--- src/rtl/mobility_pkg.sv ---
// Shared types and widths for the mobility board's ultrasonic scan path.
package mobility_pkg;

   localparam int DIST_W  = 16;
   localparam int TIMER_W = 22;

   typedef enum logic [2:0] {
      IDLE,
      TRIG,
      WAIT_START,
      WAIT_DONE,
      CAPTURE,
      GUARD
   } seq_state_e;

endpackage

--- src/rtl/ultrasonic_scan_sequencer_if.sv ---
// Sensor-side bundle between the scan sequencer (master) and the ultrasonic_sensor array (slave).
interface ultrasonic_scan_sequencer_if
   import mobility_pkg::*;
#(
   parameter int N_SENSORS = 4
);

   logic [N_SENSORS-1:0]             sens_trig;
   logic [N_SENSORS-1:0]             sens_busy;
   logic [N_SENSORS-1:0][DIST_W-1:0] sens_distance;
   logic [N_SENSORS-1:0]             sens_err;

   modport master (
      output sens_trig,
      input  sens_busy,
      input  sens_distance,
      input  sens_err
   );

   modport slave (
      input  sens_trig,
      output sens_busy,
      output sens_distance,
      output sens_err
   );

endinterface

--- src/rtl/ultrasonic_result_reg.sv ---
// Per-sensor result holder: last good distance, valid/err flags and the obstacle compare.
module ultrasonic_result_reg
   import mobility_pkg::*;
(
   input  logic              clk,
   input  logic              rst,
   input  logic              ld_i,
   input  logic              bad_i,
   input  logic [DIST_W-1:0] dist_i,
   input  logic [DIST_W-1:0] thresh_i,
   output logic [DIST_W-1:0] dist_o,
   output logic              valid_o,
   output logic              err_o,
   output logic              obstacle_o
);

   logic [DIST_W-1:0] dist_q;
   logic              valid_q;
   logic              err_q;

   // A failed measurement keeps the previous distance but marks it stale.
   always_ff @(posedge clk) begin
      if (rst) begin
         dist_q  <= '0;
         valid_q <= 1'b0;
         err_q   <= 1'b0;
      end else if (ld_i) begin
         if (bad_i) begin
            valid_q <= 1'b0;
            err_q   <= 1'b1;
         end else begin
            dist_q  <= dist_i;
            valid_q <= 1'b1;
            err_q   <= 1'b0;
         end
      end
   end

   assign dist_o     = dist_q;
   assign valid_o    = valid_q;
   assign err_o      = err_q;
   assign obstacle_o = valid_q && (dist_q < thresh_i);

endmodule

--- src/rtl/ultrasonic_scan_sequencer.sv ---
// Round-robin ping scheduler: fires one ultrasonic sensor at a time, captures its result,
// then waits out a guard interval so residual echoes cannot reach the next sensor.
module ultrasonic_scan_sequencer
   import mobility_pkg::*;
#(
   parameter int N_SENSORS     = 4,
   parameter int GUARD_CYCLES  = 2_500_000,
   parameter int START_TIMEOUT = 8,
   parameter int DONE_TIMEOUT  = 4_000_000
) (
   input  logic                             clk50,
   input  logic                             rst,
   input  logic                             enable,
   input  logic [DIST_W-1:0]                obstacle_thresh,
   ultrasonic_scan_sequencer_if.master      sens,
   output logic [N_SENSORS-1:0][DIST_W-1:0] dist_out,
   output logic [N_SENSORS-1:0]             valid,
   output logic [N_SENSORS-1:0]             err_out,
   output logic [N_SENSORS-1:0]             obstacle,
   output logic [$clog2(N_SENSORS)-1:0]     cur_sensor,
   output logic                             scan_done
);

   localparam int IDX_W = $clog2(N_SENSORS);
   localparam logic [IDX_W-1:0]   LAST      = IDX_W'(N_SENSORS - 1);
   localparam logic [TIMER_W-1:0] START_LIM = TIMER_W'((START_TIMEOUT > 0) ? START_TIMEOUT - 1 : 0);
   localparam logic [TIMER_W-1:0] DONE_LIM  = TIMER_W'((DONE_TIMEOUT  > 0) ? DONE_TIMEOUT  - 1 : 0);
   localparam logic [TIMER_W-1:0] GUARD_LIM = TIMER_W'((GUARD_CYCLES  > 0) ? GUARD_CYCLES  - 1 : 0);
   localparam logic [N_SENSORS-1:0] ONE_HOT0 = N_SENSORS'(1);

   seq_state_e           state_q;
   logic [IDX_W-1:0]     cur_q;
   logic [TIMER_W-1:0]   timer_q;
   logic [TIMER_W-1:0]   timer_inc;
   logic                 fail_q;
   logic [N_SENSORS-1:0] trig_q;
   logic                 scan_done_q;
   logic                 cur_busy;
   logic                 cap;
   logic                 bad;

   assign timer_inc = (&timer_q) ? timer_q : timer_q + 1'b1;
   assign cur_busy  = sens.sens_busy[cur_q];
   assign cap       = (state_q == CAPTURE);
   assign bad       = fail_q | sens.sens_err[cur_q];

   // Timers compare against LIM = N-1 because the entry cycle counts as cycle one.
   always_ff @(posedge clk50) begin
      if (rst) begin
         state_q     <= IDLE;
         cur_q       <= '0;
         timer_q     <= '0;
         fail_q      <= 1'b0;
         trig_q      <= '0;
         scan_done_q <= 1'b0;
      end else begin
         trig_q      <= '0;
         scan_done_q <= 1'b0;
         case (state_q)
            IDLE: begin
               if (enable && !cur_busy) begin
                  trig_q  <= ONE_HOT0 << cur_q;
                  state_q <= TRIG;
               end
            end
            TRIG: begin
               timer_q <= '0;
               state_q <= WAIT_START;
            end
            WAIT_START: begin
               if (cur_busy) begin
                  timer_q <= '0;
                  state_q <= WAIT_DONE;
               end else if (timer_q >= START_LIM) begin
                  fail_q  <= 1'b1;
                  state_q <= CAPTURE;
               end else begin
                  timer_q <= timer_inc;
               end
            end
            WAIT_DONE: begin
               if (!cur_busy) begin
                  state_q <= CAPTURE;
               end else if (timer_q >= DONE_LIM) begin
                  fail_q  <= 1'b1;
                  state_q <= CAPTURE;
               end else begin
                  timer_q <= timer_inc;
               end
            end
            CAPTURE: begin
               scan_done_q <= (cur_q == LAST);
               timer_q     <= '0;
               fail_q      <= 1'b0;
               state_q     <= GUARD;
            end
            GUARD: begin
               if (timer_q >= GUARD_LIM) begin
                  timer_q <= '0;
                  cur_q   <= (cur_q == LAST) ? '0 : cur_q + 1'b1;
                  state_q <= IDLE;
               end else begin
                  timer_q <= timer_inc;
               end
            end
            default: state_q <= IDLE;
         endcase
      end
   end

   for (genvar g = 0; g < N_SENSORS; g++) begin : g_res
      ultrasonic_result_reg u_res (
         .clk        (clk50),
         .rst        (rst),
         .ld_i       (cap && (cur_q == IDX_W'(g))),
         .bad_i      (bad),
         .dist_i     (sens.sens_distance[g]),
         .thresh_i   (obstacle_thresh),
         .dist_o     (dist_out[g]),
         .valid_o    (valid[g]),
         .err_o      (err_out[g]),
         .obstacle_o (obstacle[g])
      );
   end

   assign sens.sens_trig = trig_q;
   assign cur_sensor     = cur_q;
   assign scan_done      = scan_done_q;

endmodule

--- src/flat_wrapper.sv ---
// flat-port wrapper written by rule: the top's interface ports become plain ports
module ultrasonic_scan_sequencer_flat import mobility_pkg::*;
#(
   parameter int N_SENSORS     = 4,
   parameter int GUARD_CYCLES  = 2_500_000,
   parameter int START_TIMEOUT = 8,
   parameter int DONE_TIMEOUT  = 4_000_000
)
  (clk50, rst, enable, obstacle_thresh, dist_out, valid, err_out, obstacle, cur_sensor, scan_done, sens_sens_trig, sens_sens_busy, sens_sens_distance, sens_sens_err);
  ultrasonic_scan_sequencer_if #(.N_SENSORS(N_SENSORS)) sens_i ();
  input  logic clk50;
  input  logic rst;
  input  logic enable;
  input  logic [DIST_W-1:0] obstacle_thresh;
  output logic [N_SENSORS-1:0][DIST_W-1:0] dist_out;
  output logic [N_SENSORS-1:0] valid;
  output logic [N_SENSORS-1:0] err_out;
  output logic [N_SENSORS-1:0] obstacle;
  output logic [$clog2(N_SENSORS)-1:0] cur_sensor;
  output logic scan_done;
  output wire logic [$bits(sens_i.sens_trig)-1:0] sens_sens_trig;
  input wire logic [$bits(sens_i.sens_busy)-1:0] sens_sens_busy;
  input wire logic [$bits(sens_i.sens_distance)-1:0] sens_sens_distance;
  input wire logic [$bits(sens_i.sens_err)-1:0] sens_sens_err;
  assign sens_sens_trig = sens_i.sens_trig;
  assign sens_i.sens_busy = sens_sens_busy;
  assign sens_i.sens_distance = sens_sens_distance;
  assign sens_i.sens_err = sens_sens_err;
  ultrasonic_scan_sequencer #(.N_SENSORS(N_SENSORS), .GUARD_CYCLES(GUARD_CYCLES), .START_TIMEOUT(START_TIMEOUT), .DONE_TIMEOUT(DONE_TIMEOUT)) u_core (.clk50(clk50), .rst(rst), .enable(enable), .obstacle_thresh(obstacle_thresh), .sens(sens_i), .dist_out(dist_out), .valid(valid), .err_out(err_out), .obstacle(obstacle), .cur_sensor(cur_sensor), .scan_done(scan_done));
endmodule
--- config.mk ---
export PLATFORM = sky130hd
export DESIGN_NAME = ultrasonic_scan_sequencer_flat
export DESIGN_NICKNAME = d
export VERILOG_FILES = /design/src/rtl/mobility_pkg.sv /design/src/rtl/ultrasonic_scan_sequencer_if.sv /design/src/rtl/ultrasonic_result_reg.sv /design/src/rtl/ultrasonic_scan_sequencer.sv /design/src/flat_wrapper.sv
export SDC_FILE = /design/constraint.sdc
export NUM_CORES = 1
export LEC_CHECK = 0
export BUFFER_PORTS_ARGS = -buffer_cell sky130_fd_sc_hd__buf_2
export CAP_MARGIN = 30
export CORE_UTILIZATION = 57
export CTS_CLUSTER_SIZE = 20
export DETAILED_ROUTE_END_ITERATION = 8
export PLACE_DENSITY = 0.91
export SETUP_SLACK_MARGIN = 0.3
export SLEW_MARGIN = 20
export SYNTH_ARGS = -nofsm -noshare
export SYNTH_HDL_FRONTEND = slang
export SYNTH_HIERARCHICAL = 1
export SYNTH_SLANG_ARGS = --single-unit
--- constraint.sdc ---
create_clock -name clk50 -period 5.15 [get_ports clk50]
set_clock_uncertainty 0.05 [all_clocks]
set_input_delay 0.7725 -clock clk50 [delete_from_list [all_inputs] [get_ports clk50]]
set_output_delay 0.7725 -clock clk50 [all_outputs]
set_load 0.02 [all_outputs]
==> results.py <==
metrics = {
    "synthesis": {
        "synth-edff-count": 0,
        "synth_nets": 939,
        "synth-async-reset-ratio_pct": 0,
        "avgSynthCellArea_um2": 7.793,
        "yosys_warnings": 6,
        "netlist_area_um2": 6102,
        "synth_cells": 783,
        "yosys_register_bits": 105,
        "synth_ff_type": "dfxtp_1",
        "ys_seq_area_share_pct": 34.45,
        "yosysUniqueCellTypes": 58,
    },
    "hold_path": {
        "min_to": "u_core/g_res[0].u_res/dist_o[5]",
        "hp-class": "flop to flop",
        "min-delay-start": "u_core/g_res[0].u_res/dist_o[5]",
        "holdPathStages": 2,
    },
    "pwr": {
        "p_leak_nw": 3.429,
        "power_density_nw_per_um2": 219.7,
        "vdd_drop_max_v": 0.0001660,
        "swShare_pct": 25.17,
        "p_int_mw": 1.182,
        "power.share.sequential_pct": 52.2,
        "p_switching_mw": 0.3978,
        "power_frac_comb_pct": 10.8,
        "p_clk_share_pct": 37.0,
    },
    "timing": {
        "slew_violations": 0,
        "finalCriticalPeriod_ns": 3.182,
        "fmax_mhz": 314.3,
        "whs_ns": 0.4281,
        "finalHoldViolCount": 0,
        "setup_violations": 0,
        "slew_headroom_pct": 41.34,
        "grt_setup_unrepaired": "false",
        "min_period_over_period_pct": 61.78,
        "tightest_slew_ns": 0.8758,
        "fin_tns_setup_ns": 0,
    },
    "layout": {
        "fin_nets": 1086,
        "drive_gt1_share_pct": 21.82,
        "fin_cells": 1072,
        "area_growth_pct": 17.88,
        "fill_cells": 851,
    },
    "cts": {
        "worstSkewPairLatency_ns": 0.38,
        "root_buffer": "clkbuf_8",
        "cts_setup_buffers": 0,
        "cts_tree": "yes",
        "postCtsHoldBufs": 0,
        "cts_sinks": 105,
        "cts.repair.resized": 0,
        "cts_made_buffers": 9,
        "clk_path_buf_depth": 2,
        "clkSlewWorstSetupHoldPaths_ns": 0.09,
        "htree_levels": 3,
    },
    "grt": {
        "grt.total_usage_pct": 30.75,
        "grt-ovfl-total": 0,
        "grt_pass1_wl_mm": 26.99,
        "grt_max_degree": 51,
        "antenna_found_initial": 0,
        "grt_pass1_vias": 5559,
    },
    "job": {
        "drv_cap": 0,
    },
    "setup_path": {
        "reg2reg_from": "u_core/timer_q[0]",
        "critPathCaptureType": "output port",
        "crit_fanout": 4,
        "crit_type": "input pin to output port",
        "worst_ep_arrival_time_ns": 2.36,
        "worst_setup_path_start_kind": "input pin",
        "reg2reg_to": "u_core/timer_q[10]",
        "reg2regPathDepth": 8,
        "crit_path_start": "obstacle_thresh[7]",
        "crit_required_ns": 4.33,
        "reg2reg_slack_ns": 2.41,
    },
    "placement": {
        "dpl.hpwl_mm": 13.09,
        "finalWeightedCongestion": 0.9479,
        "dpl.cell_count": 1055,
        "port-buffer-count": 173,
    },
    "route": {
        "drt_iter0_drc": 466,
        "dr.pass1.iters": 5,
        "post_drt_wl_per_cell_um": 16.21,
        "drt_wl_total_mm": 17.38,
        "vias": 6185,
        "drc_errors": 0,
        "viasPerCell": 5.770,
        "postRouteAntennaNets": 0,
    },
    "die": {
        "rows": 37,
        "initial_utilization_pct": 58.84,
        "fp.dieW_um": 105.5,
        "pin_count": 174,
        "core-area_um2": 10370,
        "die-area_um2": 11120,
        "fp.dieH_um": 105.5,
    },
    "status": {
        "status": "finished clean",
    },
}
-- power groups by stage --
stage,combinational (mW),clock [mW],sequential (mW)
2_1_floorplan,0.103,0,0.840
3_3_place_gp,0.162,0,0.844
4_1_cts,0.167,0.595,0.825
6_report,0.171,0.584,0.825
5_1_grt,0.186,0.619,0.826
3_5_place_dp,0.166,0,0.844
-- metal layers --
| layer | global-route usage [%] | up-vias | share of wire (%) |
|---|---|---|---|
| met5 | 0 | - | 0 |
| met4 | 14.59 | 0 | 4.1 |
| met3 | 5.380 | 46 | 7.7 |
| met2 | 52.35 | 306 | 47 |
| met1 | 37.56 | 2818 | 41 |
| li1 | - | 3015 | - |
-- critical path, stage by stage --
cell and delay [ns]:
buf_2 0.16, inv_1 0.06, ha_1 0.31, and4_1 0.23
o21ai_1 0.08, or4_1 0.47, o2111a_1 0.13, buf_2 0.16
-- logic make-up (layout without fill, tap and decap cells) --
kind of cell	count (synthesis)	in the layout	share of synthesized area [%]
AO/OA/AOI/OAI	176	176	16.90
multiplexers	8	8	1.804
other	0	1	0
buffers and inverters	110	262	7.730
flip-flops	105	105	34.45
adder cells (fa/ha/maj)	65	65	13.33
AND/OR/NAND/NOR	314	314	25.08
XOR/XNOR	5	5	0.7176
-- cell usage after synthesis (7+ instances only) --
cell type	n	share of area, %
inv_1	67	4.1
nor2b_1	13	1.3
nor2_1	19	1.2
nor3_1	14	1.1
ha_1	65	13
nand3_1	20	1.6
o31ai_1	7	0.86
or4_1	11	1.4
and4_1	12	1.7
nand4_1	15	1.5
a21oi_1	102	8.4
buf_2	15	1.2
nand2b_1	15	1.5
dfxtp_1	105	34
o21ai_0	18	1.5
clkbuf_1	17	1.0
nand2_1	162	10
a31oi_1	9	0.92
and2_1	9	0.92
and3_1	9	0.92
-- sequential cells by signal (all words and copies together), names as in the netlist --
signal                      cells
u_core/fail_q                   1
u_core/cur_sensor               2
u_core/g_res.u_res/err_o        4
u_core/scan_done                1
u_core/sens.sens_trig           4
u_core/g_res.u_res/valid_o      4
u_core/g_res.u_res/dist_o      64
u_core/timer_q                 22
u_core/state_q                  3
-- area by class of cell --
class	instances	area, µm²	share of cell area (%)
clock buffer	12	155.1	2.157
clock inverter	4	73.82	1.026
inverter	68	255.2	3.548
tap	136	170.2	2.366
antenna	1	2.502	0.03479
multi-input combinational	568	3531	49.09
timing repair buffer	178	903.4	12.56
sequential	105	2102	29.22
-- metrics by stage --
| stage | instance area (µm²) | util [%] | power, mW | worst slack, ns |
|---|---|---|---|---|
| after floorplan | 6102 | - | 0.9435 | 2.371 |
| after global placement | 6937 | 66.89 | 1.005 | 2.041 |
| after detailed placement | 6959 | 67.11 | 1.009 | 2.010 |
| after CTS | 7188 | 69.32 | 1.587 | 1.997 |
| after global routing | 7191 | 69.34 | 1.632 | 1.914 |
| final | 7193 | 69.37 | 1.580 | 1.969 |
-- how the worst max path moves through the flow --
| stage | slack, ns | cells after the start | to |
|---|---|---|---|
| 6_report | 1.97 | 8 | obstacle[2] |
| 5_1_grt | 1.91 | 8 | obstacle[0] |
| 4_1_cts | 2.00 | 8 | obstacle[2] |
| 3_5_place_dp | 2.01 | 8 | obstacle[2] |
| 3_3_place_gp | 2.04 | 8 | obstacle[3] |
| 2_1_floorplan | 2.37 | 6 | obstacle[0] |
-- placed cells by master, fill, tap and decap left out, types with 5 or more instances in the layout --
master | synthesis | routed
o21ai_1 | 5 | 5
mux2i_1 | 5 | 5
o211ai_1 | 5 | 5
buf_4 | 2 | 5
a21oi_1 | 102 | 102
and2_1 | 9 | 9
clkbuf_8 | 0 | 11
nand4_1 | 15 | 15
dfxtp_1 | 105 | 105
a31oi_1 | 9 | 9
nand3_1 | 20 | 20
nor3_1 | 14 | 14
and4_1 | 12 | 12
and3_1 | 9 | 9
nor2b_1 | 13 | 12
nand2_1 | 162 | 162
nand2b_1 | 15 | 15
o21ai_0 | 18 | 18
inv_1 | 67 | 67
o31ai_1 | 7 | 7
or4_1 | 11 | 11
nor2_1 | 19 | 19
ha_1 | 65 | 65
buf_2 | 15 | 173
Note: power is estimated with default switching activity, not from simulation.
